### config.mk
export PLATFORM = sky130hd
export DESIGN_NAME = seq_control
export DESIGN_NICKNAME = d
export VERILOG_FILES = /design/src/rtl/seq_control.sv
export SDC_FILE = /design/constraint.sdc
export NUM_CORES = 1
export LEC_CHECK = 0
export ABC_AREA = 1
export ABC_CLOCK_PERIOD_IN_PS = 4400
export CORE_MARGIN = 2
export CORE_UTILIZATION = 30
export DETAILED_ROUTE_END_ITERATION = 16
export GPL_TIMING_DRIVEN = 1
export PLACE_DENSITY = 0.54
export SETUP_SLACK_MARGIN = 0.05
export SLEW_MARGIN = 15
export SYNTH_ARGS = -nofsm -noshare
export SYNTH_HDL_FRONTEND = slang
export SYNTH_SLANG_ARGS = --single-unit
### constraint.sdc
create_clock -name clk -period 4.4 [get_ports clk]
set_clock_uncertainty 0.1 [all_clocks]
set_input_delay 0.66 -clock clk [delete_from_list [all_inputs] [get_ports clk]]
set_output_delay 0.66 -clock clk [all_outputs]
set_load 0.01 [all_outputs]
### src/rtl/seq_control.sv
// seq_control: multicycle opcode sequencer with memory/ALU handshakes, traps and fast untaken branches
package seq_control_pkg;
  typedef logic [6:0] opcode_t;
  localparam opcode_t OP_LOAD     = 7'b0000011;
  localparam opcode_t OP_MISC_MEM = 7'b0001111;
  localparam opcode_t OP_IMM      = 7'b0010011;
  localparam opcode_t OP_AUIPC    = 7'b0010111;
  localparam opcode_t OP_STORE    = 7'b0100011;
  localparam opcode_t OP_OP       = 7'b0110011;
  localparam opcode_t OP_LUI      = 7'b0110111;
  localparam opcode_t OP_BRANCH   = 7'b1100011;
  localparam opcode_t OP_JALR     = 7'b1100111;
  localparam opcode_t OP_JAL      = 7'b1101111;
  localparam opcode_t OP_SYSTEM   = 7'b1110011;
  localparam opcode_t OP_INIT     = 7'b0000000;
  typedef enum logic [2:0] {
    ALUC_NONE, ALUC_OPEXE, ALUC_RS1_IMM, ALUC_BRANCH_OP, ALUC_PC_IMM, ALUC_PC_4
  } alu_ctrl_t;
endpackage

module seq_control import seq_control_pkg::*; #(
  parameter int STEP_W = 2,
  parameter int FAST_BRANCH = 1,
  parameter int TRAP_SYSTEM = 1
) (
  input  logic clk,
  input  logic rst,
  input  opcode_t fetch_opcode,
  input  logic mem_ack,
  input  logic alu_done,
  input  logic br_taken,
  output logic mem_req,
  output logic mem_we,
  output logic update_instr,
  output logic rf_rs1,
  output logic rf_rs2,
  output logic rf_wren,
  output alu_ctrl_t alu_ctrl,
  output logic alu_start,
  output logic update_pc,
  output logic [1:0] pc_sel,
  output logic trap,
  output logic retired
);
  localparam logic [1:0] S_FETCH = 2'd0;
  localparam logic [1:0] S_EXEC  = 2'd1;
  localparam logic [1:0] S_TRAP  = 2'd2;
  localparam logic [STEP_W-1:0] ST1 = STEP_W'(1);
  localparam logic [STEP_W-1:0] ST2 = STEP_W'(2);
  localparam logic [STEP_W-1:0] ST3 = STEP_W'(3);
  logic [1:0] state;
  logic [STEP_W-1:0] step;
  opcode_t cur_op;
  logic alu_busy, taken_q, wren, upc, last, done, trap_op;
  logic s0, s1, s2, s3;
  assign s0 = step == '0;
  assign s1 = step == ST1;
  assign s2 = step == ST2;
  assign s3 = step == ST3;
  assign trap_op = !(fetch_opcode inside {OP_LOAD, OP_MISC_MEM, OP_IMM, OP_AUIPC, OP_STORE, OP_OP,
                     OP_LUI, OP_BRANCH, OP_JALR, OP_JAL, OP_SYSTEM})
                   || (TRAP_SYSTEM != 0 && fetch_opcode == OP_SYSTEM);
  always_comb begin
    mem_req = 1'b0;
    mem_we = 1'b0;
    update_instr = 1'b0;
    rf_rs1 = 1'b0;
    rf_rs2 = 1'b0;
    alu_ctrl = ALUC_NONE;
    pc_sel = 2'b00;
    trap = 1'b0;
    wren = 1'b0;
    upc = 1'b0;
    last = 1'b0;
    if (!rst) case (state)
      S_FETCH: begin
        mem_req = 1'b1;
        update_instr = mem_ack;
      end
      S_TRAP: begin
        trap = 1'b1;
        upc = 1'b1;
        pc_sel = 2'b10;
      end
      S_EXEC: case (cur_op)
        OP_OP: begin
          rf_rs1 = s0;
          rf_rs2 = s1;
          alu_ctrl = s2 ? ALUC_OPEXE : ALUC_NONE;
          wren = s2;
          upc = s2;
          last = s2;
        end
        OP_IMM: begin
          rf_rs1 = s0;
          alu_ctrl = s1 ? ALUC_OPEXE : ALUC_NONE;
          wren = s1;
          upc = s1;
          last = s1;
        end
        OP_LOAD: begin
          rf_rs1 = s0;
          alu_ctrl = s1 ? ALUC_RS1_IMM : ALUC_NONE;
          mem_req = s2;
          wren = s2;
          upc = s2;
          last = s2;
        end
        OP_STORE: begin
          rf_rs1 = s0;
          rf_rs2 = s1;
          alu_ctrl = s1 ? ALUC_RS1_IMM : ALUC_NONE;
          mem_req = s2;
          mem_we = s2;
          upc = s2;
          last = s2;
        end
        OP_BRANCH: begin
          rf_rs1 = s0;
          rf_rs2 = s1;
          alu_ctrl = s2 ? ALUC_BRANCH_OP : s3 ? ALUC_PC_IMM : ALUC_NONE;
          upc = s3 || (FAST_BRANCH != 0 && s2 && !br_taken);
          last = upc;
          pc_sel = {1'b0, s3 && taken_q};
        end
        OP_JAL: begin
          alu_ctrl = s0 ? ALUC_PC_4 : ALUC_PC_IMM;
          wren = s0;
          upc = s1;
          last = s1;
          pc_sel = {1'b0, s1};
        end
        OP_JALR: begin
          rf_rs1 = s0;
          alu_ctrl = s1 ? ALUC_PC_4 : s2 ? ALUC_RS1_IMM : ALUC_NONE;
          wren = s1;
          upc = s2;
          last = s2;
          pc_sel = {1'b0, s2};
        end
        OP_AUIPC: begin
          alu_ctrl = ALUC_PC_IMM;
          wren = 1'b1;
          upc = 1'b1;
          last = 1'b1;
        end
        OP_LUI: begin
          wren = 1'b1;
          upc = 1'b1;
          last = 1'b1;
        end
        OP_MISC_MEM, OP_SYSTEM: begin
          upc = 1'b1;
          last = 1'b1;
        end
        default: last = 1'b1;
      endcase
      default: ;
    endcase
  end
  assign done = !((mem_req && !mem_ack) || (alu_ctrl == ALUC_OPEXE && !alu_done));
  assign rf_wren = wren && done;
  assign update_pc = upc && done;
  assign retired = last && done;
  assign alu_start = alu_ctrl == ALUC_OPEXE && !alu_busy;
  always_ff @(posedge clk)
    if (rst) begin
      state <= S_FETCH;
      step <= '0;
      cur_op <= OP_INIT;
      alu_busy <= 1'b0;
      taken_q <= 1'b0;
    end else begin
      alu_busy <= alu_ctrl == ALUC_OPEXE && !alu_done;
      if (state == S_EXEC && s2) taken_q <= br_taken;
      case (state)
        S_FETCH: if (mem_ack) begin
          cur_op <= fetch_opcode;
          step <= '0;
          state <= trap_op ? S_TRAP : S_EXEC;
        end
        S_EXEC: if (done) begin
          step <= last ? step : step + ST1;
          state <= last ? S_FETCH : S_EXEC;
        end
        default: state <= S_FETCH;
      endcase
    end
endmodule

==> results of run 1 <==
==> power by group through the flow <==
stage | Sequential (mW) | Combinational [mW] | Clock, mW
finish | 0.149 | 0.146 | 0.106
global route | 0.152 | 0.167 | 0.118
CTS | 0.149 | 0.147 | 0.111
detailed placement | 0.152 | 0.145 | 0
global placement | 0.152 | 0.148 | 0
floorplan | 0.148 | 0.103 | 0
==> worst reg2reg max path, stage by stage, from the launching register on <==
cell and delay [ps]:
dfxtp_1 340, inv_1 90, ha_1 340, inv_2 80, nor2_2 290, nand3_1 170
o21ai_1 160, nand2_2 100, nand2_4 120, nand2_4 70, nand3_2 110, nand2_1 60
nand2_1 50, nor2_1 40
==> worst paths after layout <==
check                              start         to  slack, ps
worst max-delay path                 rst  update_pc        950
worst min-delay path             taken_q    taken_q        390
worst max register to register  state[1]    step[0]       2190
worst min register to register   taken_q    taken_q        390
==> state kept, by name, indices dropped and copies added, names as in the netlist <==
name and cells:
alu_busy 1, taken_q 1, step 2, cur_op 7
state 2
==> cell usage after synthesis <==
library cell  number
a211oi_1           2
a21oi_1           11
a21oi_2            2
a311oi_1           1
a31oi_1            3
clkbuf_1           2
dfxtp_1           13
ha_1               9
inv_1             26
inv_2              6
nand2_1           25
nand2_2            7
nand2_4            3
nand3_1           18
nand3_2            3
nand3b_1           1
nand4_1            2
nor2_1            28
nor2_2             4
nor2_4             4
nor2_8             1
nor3_1             2
nor3b_1            1
o2111ai_1          1
o21ai_0           13
o21ai_1            3
o22ai_1            1
==> area by class of cell <==
| cell class | count | area, um2 |
|---|---|---|
| Tap cell | 50 | 62.56 |
| Sequential cell | 13 | 260.3 |
| Clock inverter | 1 | 5.005 |
| Multi-Input combinational cell | 145 | 847.1 |
| Inverter | 32 | 120.1 |
| Clock buffer | 3 | 41.29 |
| Fill cell | 444 | 2375 |
| Timing Repair Buffer | 26 | 260.3 |
==> per-layer routing <==
layer,share of wire,vias to the layer above,GRT usage
met5,0,-,0
met4,0.021,0,0.07500
met3,0.031,5,0.01151
met2,0.47,22,0.2609
met1,0.48,570,0.1988
li1,-,686,-
==> placed cells by master, fill, tap and decap left out, types with 7 or more instances in the layout <==
cell             Yosys  final
o21ai_0             13     13
nand2_2              7      7
ha_1                 9      9
nand3_1             18     18
nor2_1              28     28
a21oi_1             11     11
dfxtp_1             13     13
inv_1               26     26
clkdlybuf4s50_1      0     26
nand2_1             25     25
==> kinds of logic (layout without fill, tap and decap cells) <==
family / after synthesis / count (layout)
simple gates: 99 / 99
flops: 13 / 13
compound gates: 37 / 37
fa+ha+maj: 9 / 9
buf+inv: 34 / 62
==> through the flow <==
stage                     cell area, um2  setup WS (ps)  hold slack (ps)  instances
after floorplan                     1235           1841            349.7        192
after global placement              1550           1002            368.7        266
after detailed placement            1550          962.7            375.2        266
after CTS                           1597          945.2            382.8        270
after global routing                1597          836.0            396.5        270
final                               1597          947.4            387.9        270
==> summary.md, run 1 <==
| Metric | Value |
|---|---|
| Main area contributors after synthesis | dfxtp_1 (21%), ha_1 (9.1%), nor2_1 (8.5%), inv_1 (7.9%), nand2_1 (7.6%) |
| Critical path's top delay family | buffers and inverters |
| Post-Synth Simple-Gate Area | 0.4245 |
| VDD IR-drop max | around 0.14 mV |
| Iteration-0 DRC Markers | 73 |
| Setup bufs post-CTS | 0 |
| DR WL/cell | ~12 um |
| Seq pwr share | 0.372 |
| Crit share post-route | 0.7847 |
| Sequential area share after synthesis | 0.2107 |
| Slew HR | 0.7289 |
| Minimum clock period | 3453 ps |
| CTS tree | done |
| Pwr per Cell Area | ~250 nW/um2 |
| Fin. max-slew vios | 0 |
| Logic pwr share | 0.364 |
| Worst hold stages | 2 |
| Layout area overhead | 29.28% |
| Worst EP required | 3640 ps |
| Syn_area_per_cell | 6.432 um2 |
| Site row count | 23 |
| Clock buffer depth | 2 |
| Die height | between 60 and 70 um |
| Gate Count Post-Synth | 192 |
| Number of diodes | 0 |
| Switching part of the total | 0.3780 |
| Num CTS Buffers | 3 |
| Final GP Congestion | 0.8502 |
| CTS sink cnt | 13 |
| Antenna violations before repair | 0 |
| Syn. warnings | 0 |
| Crit-path most repeated cell | clkdlybuf4s50_1 |
| XOR/XNOR Fraction of Synth Area | 0 |
| Detailed Route WL | 3.163 mm |
| Main combinational cell family by area after synthesis | simple AND/OR/NAND/NOR gates |
| Root buf cell | clkbuf_8 |
| Post-Syn Area | 1235 um2 |
| Synth top area share | 0.2107 |
| Vias in the first global route | 1217 |
| Post-synthesis adder-cell area fraction | 0.09119 |
| Critical path buffers and inverters | 2 |
| CP Max Fanout | 8 |
| Critical Path Sink Type | output pin |
| NetSw | between 150 and 200 uW |
| Critical path class | in -> out |
| Internal power consumption | 249.7 uW |
| Clock Latency Late Sink | 240 ps |
| Vias | around 1300 |
| # setup viols final | 0 |
| Crit-path slowest cell | clkdlybuf4s50_1 |
| Synth Register Bits | 13 |
| HPWL after DPL | 2.657 mm |
| Slew @ Worst Pin | between 400 and 500 ps |
| I/O pins | 27 |
| Die span in x | 68.16 um |
| CTS clk-pin slew, worst paths | around 50 ps |
| Global-route wire length before repair | 5.354 mm |
| Min-delay worst type | reg -> reg |
| Total Die Area | around 4600 um2 |
| Gates resized, CTS repair | 0 |
| Largest net degree at the start of global routing | 15 |
| Clock share of power | 0.264 |
| Leak Pwr | around 0.73 nW |
| Top cell type by total area after synthesis | dfxtp_1 |
| Initial Utilization | 0.3110 |
| FF-to-FF path depth | 13 |
| Final Core Density | 0.4020 |
| Crit path launch type | primary input |
| DRT Pass-1 Iters | 4 |
| Final setup TNS | 0 ps |
| GRT overflow | 0 |
| Syn Nets | about 210 |
| Synth cell types | 27 |
| Post-synthesis compound-gate area fraction | 0.1702 |
| GRT Overall Usage | 0.1549 |
| Mux cell area share after synthesis | 0 |
| Crit-path cells | clkdlybuf4s50_1, nor2_2, nand3_1, o21ai_1, nand2_2, nand2_4, nor3b_1, clkdlybuf4s50_1 |
| Status | complete, no violations |
| Final antenna-violating net count | 0 |
| FMAX | 289.6 MHz |
| Hold buffer count at cts | 0 |
| Fin. Hold Viols | 0 |
| Total chip power | around 400 uW |
| Htree depth | 1 |
| Unrepaired setup endpoints after global routing | false |
| Maxcap violations | 0 |
| DRC | 0 |
| Worst Path Arrival | 2690 ps |
| Number of cells on the critical path | 8 |
| Critical Path Max Stage Delay | between 600 and 700 ps |
| IO Port Bufs | 26 |
| Share of cells above drive strength 1 | 0.1545 |
| Final #Nets | around 240 |
| Core area | 3971 um2 |
| Via density | between 4 and 5 |
(Power assumes the default switching activity.)
==> run 2, diff against run 1 <==
- ABC_CLOCK_PERIOD_IN_PS: 4400 -> 3500
- clock period: 4.4 -> 3.5 ns (I/O delays scaled with it)
==> run 2 against run 1 <==
Count of clock-buffer cells in the layout unchanged. Worst hold slack better by 0.83 ps. Register-to-register slack got worse by 890 ps. Final cell count grew 0.37%. Flip-flop and latch count unchanged. First-iteration DRC count fell by 6.8%. Cell area rose by 0.47%. Non-clock buffer count is 1 higher. Routed wire length fell by 0.41%. Critical path type is now reg -> out.
==> summary.md, run 2 (synthesis results as in run 1) <==
| Metric | Value |
|---|---|
| Status | complete, no violations |
| Layout area overhead | 29.89% |
| Iteration-0 DRC Markers | 68 (-6.8%) |
| Crit path launch type | register |
| Share of cells above drive strength 1 | 0.1584 (+0.003826) |
| Max reg flops | 7 (unchanged) |
| Core area | 3971 um2 (unchanged) |
| FMAX | 317.5 MHz |
| GRT overflow | 0 (unchanged) |
| R2r setup slk | 1300 ps (-890 ps) |
| CTS sink cnt | 13 (unchanged) |
| Die span in x | 68.16 um (unchanged) |
| Critical Path Max Stage Delay | 590 ps (-70 ps) |
| CTS clk-pin slew, worst paths | 60 ps (about the same) |
| Hold endpoint | taken_q |
| Largest register by flop count | cur_op |
| Critical path's top delay family | buffers and inverters |
| Clock buffer depth | 2 (unchanged) |
| Critical Path Sink Type | output pin |
| DR WL/cell | 11.62 um (-0.78%) |
| Fin. max-slew vios | 0 (unchanged) |
| Worst hold stages | 2 (unchanged) |
| Detailed Route WL | 3.150 mm (-0.41%) |
| Most frequent cells in the layout | nor2_1 (28), inv_1 (26), clkdlybuf4s50_1 (26), nand2_1 (25), nand3_1 (18) |
| Critical path class | reg -> out |
| Final GP Congestion | 0.9711 (+14%) |
| Global-route wire length before repair | 5.416 mm (+1.2%) |
| Vias | 1272 (-0.86%) |
| Antenna violations before repair | 0 (unchanged) |
| Final #Nets | 243 (+0.41%) |
| Commonest non-fill, non-tap cell in the layout | nor2_1 |
| Clock share of power | 0.274 (+0.010) |
| Slew HR | 0.7320 (+0.003133) |
| Final antenna-violating net count | 0 (unchanged) |
| Clock Latency Late Sink | 240 ps (about the same) |
| IO Port Bufs | 26 (unchanged) |
| Worst Path Arrival | 2520 ps (-170 ps) |
| Switching part of the total | 0.3851 (+0.007117) |
| Crit-path most repeated cell | nand3_1 |
| Critical path buffers and inverters | 2 (unchanged) |
| Minimum clock period | 3150 ps |
| GRT Overall Usage | 0.1531 (-0.001818) |
| FF-to-FF path depth | 13 (unchanged) |
| Worst EP required | 2870 ps (-770 ps) |
| Cell total after placement | 267 (+0.38%) |
| NetSw | 197.1 uW (+30%) |
| I/O pins | 27 (unchanged) |
| Seq pwr share | 0.367 (-0.005) |
| CTS tree | done |
| Area of placed instances | 1558 um2 (+0.48%) |
| Largest net degree at the start of global routing | 15 (unchanged) |
| Reg2reg start | state[1] |
| Total Die Area | 4646 um2 (unchanged) |
| Slew @ Worst Pin | 401.0 ps (-4.689 ps) |
| Die height | 68.16 um (unchanged) |
| Via density | 4.694 (-1.2%) |
| DRC | 0 (unchanged) |
| HPWL after DPL | 2.506 mm (-5.7%) |
| # setup viols final | 0 (unchanged) |
| R2R Path End | step[0] |
| Final setup TNS | 0 ps (unchanged) |
| Crit-path slowest cell | clkdlybuf4s50_1 |
| Internal power consumption | 314.7 uW (+26%) |
| Initial Utilization | 0.3110 (unchanged) |
| Pwr per Cell Area | 319.1 nW/um2 (+27%) |
| CP Max Fanout | 7 (-1) |
| Crit-path cells | inv_1, ha_1, nand3_1, nand3_1, nor2_2, nor2_4, nand3_2, nand2_4, a311oi_1, clkdlybuf4s50_1 |
| DRT Pass-1 Iters | 4 (unchanged) |
| Maxcap violations | 0 (unchanged) |
| Root buf cell | clkbuf_8 |
| Crit share post-route | 0.9000 |
| Htree depth | 1 (unchanged) |
| VDD IR-drop max | 0.1705 mV (+19%) |
| Gates resized, CTS repair | 0 (unchanged) |
| Hold wc startpoint | taken_q |
| Top flop regs | cur_op (7), state (2), step (2) |
| Non-filler cells, final | 271 (+0.37%) |
| Final instance area | 1604 um2 (+0.47%) |
| Site row count | 23 (unchanged) |
| Hold buffer count at cts | 0 (unchanged) |
| Min-delay worst type | reg -> reg |
| Num CTS Buffers | 3 (unchanged) |
| Fin. Hold Viols | 0 (unchanged) |
| Unrepaired setup endpoints after global routing | false |
| Setup bufs post-CTS | 0 (unchanged) |
| Number of diodes | 0 (unchanged) |
| Logic pwr share | 0.359 (-0.005) |
| Vias in the first global route | 1213 (-0.33%) |
| Leak Pwr | 0.7329 nW (+0.66%) |
[run 2: cell types whose count changed in the layout (fill, tap and decap cells not counted)]
cell and change:
buf_4 +1
[run 2: stage by stage]
| step | hold slack [ps] | power [mW] | setup WS [ps] | util |
|---|---|---|---|---|
| 5_1_grt | 424.7 | 0.5500 | 97.68 | 0.4039 |
| 6_report | 388.7 | 0.5118 | 350.0 | 0.4039 |
| 3_5_place_dp | 373.3 | 0.3735 | 503.0 | 0.3923 |
| 2_1_floorplan | 349.7 | 0.3151 | 1211 | - |
| 3_3_place_gp | 367.7 | 0.3754 | 537.0 | 0.3923 |
| 4_1_cts | 396.9 | 0.5176 | 345.5 | 0.4039 |
[run 2: area by class of cell]
class | count | area (um2)
inverter | 32 | 120.1
multi-input combinational | 145 | 847.1
sequential | 13 | 260.3
tap | 50 | 62.56
timing repair buffer | 27 | 267.8
clock buffer | 3 | 41.29
clock inverter | 1 | 5.005
fill | 446 | 2367
[run 2: worst max path at each step]
stage             from         to  slack [ps]  cells past startpoint
6_report       step[0]    rf_wren         350                     10
2_1_floorplan      rst    rf_wren        1210                      7
3_5_place_dp       rst    rf_wren         500                      8
5_1_grt        step[0]  update_pc         100                     11
3_3_place_gp       rst    rf_wren         540                      8
4_1_cts        step[0]    rf_wren         350                     10
[run 2: power by group through the flow]
stage,sequential [mW],combinational (mW),clock [mW]
2_1_floorplan,0.186,0.129,0
3_3_place_gp,0.191,0.185,0
3_5_place_dp,0.191,0.183,0
4_1_cts,0.187,0.184,0.146
5_1_grt,0.191,0.208,0.151
6_report,0.188,0.184,0.140
[run 2: tightest hold or removal path, stage by stage (launching register included)]
cell and delay [ps]:
dfxtp_1 310, o21ai_0 70, a21oi_1 60
[run 2: per-layer routing]
metal,track usage,vias to the layer above,part of all wire
met1,0.2073,555,0.50
met2,0.2415,28,0.44
met4,0.06500,0,0.016
met3,0.02138,4,0.038
met5,0,-,0
li1,-,685,-
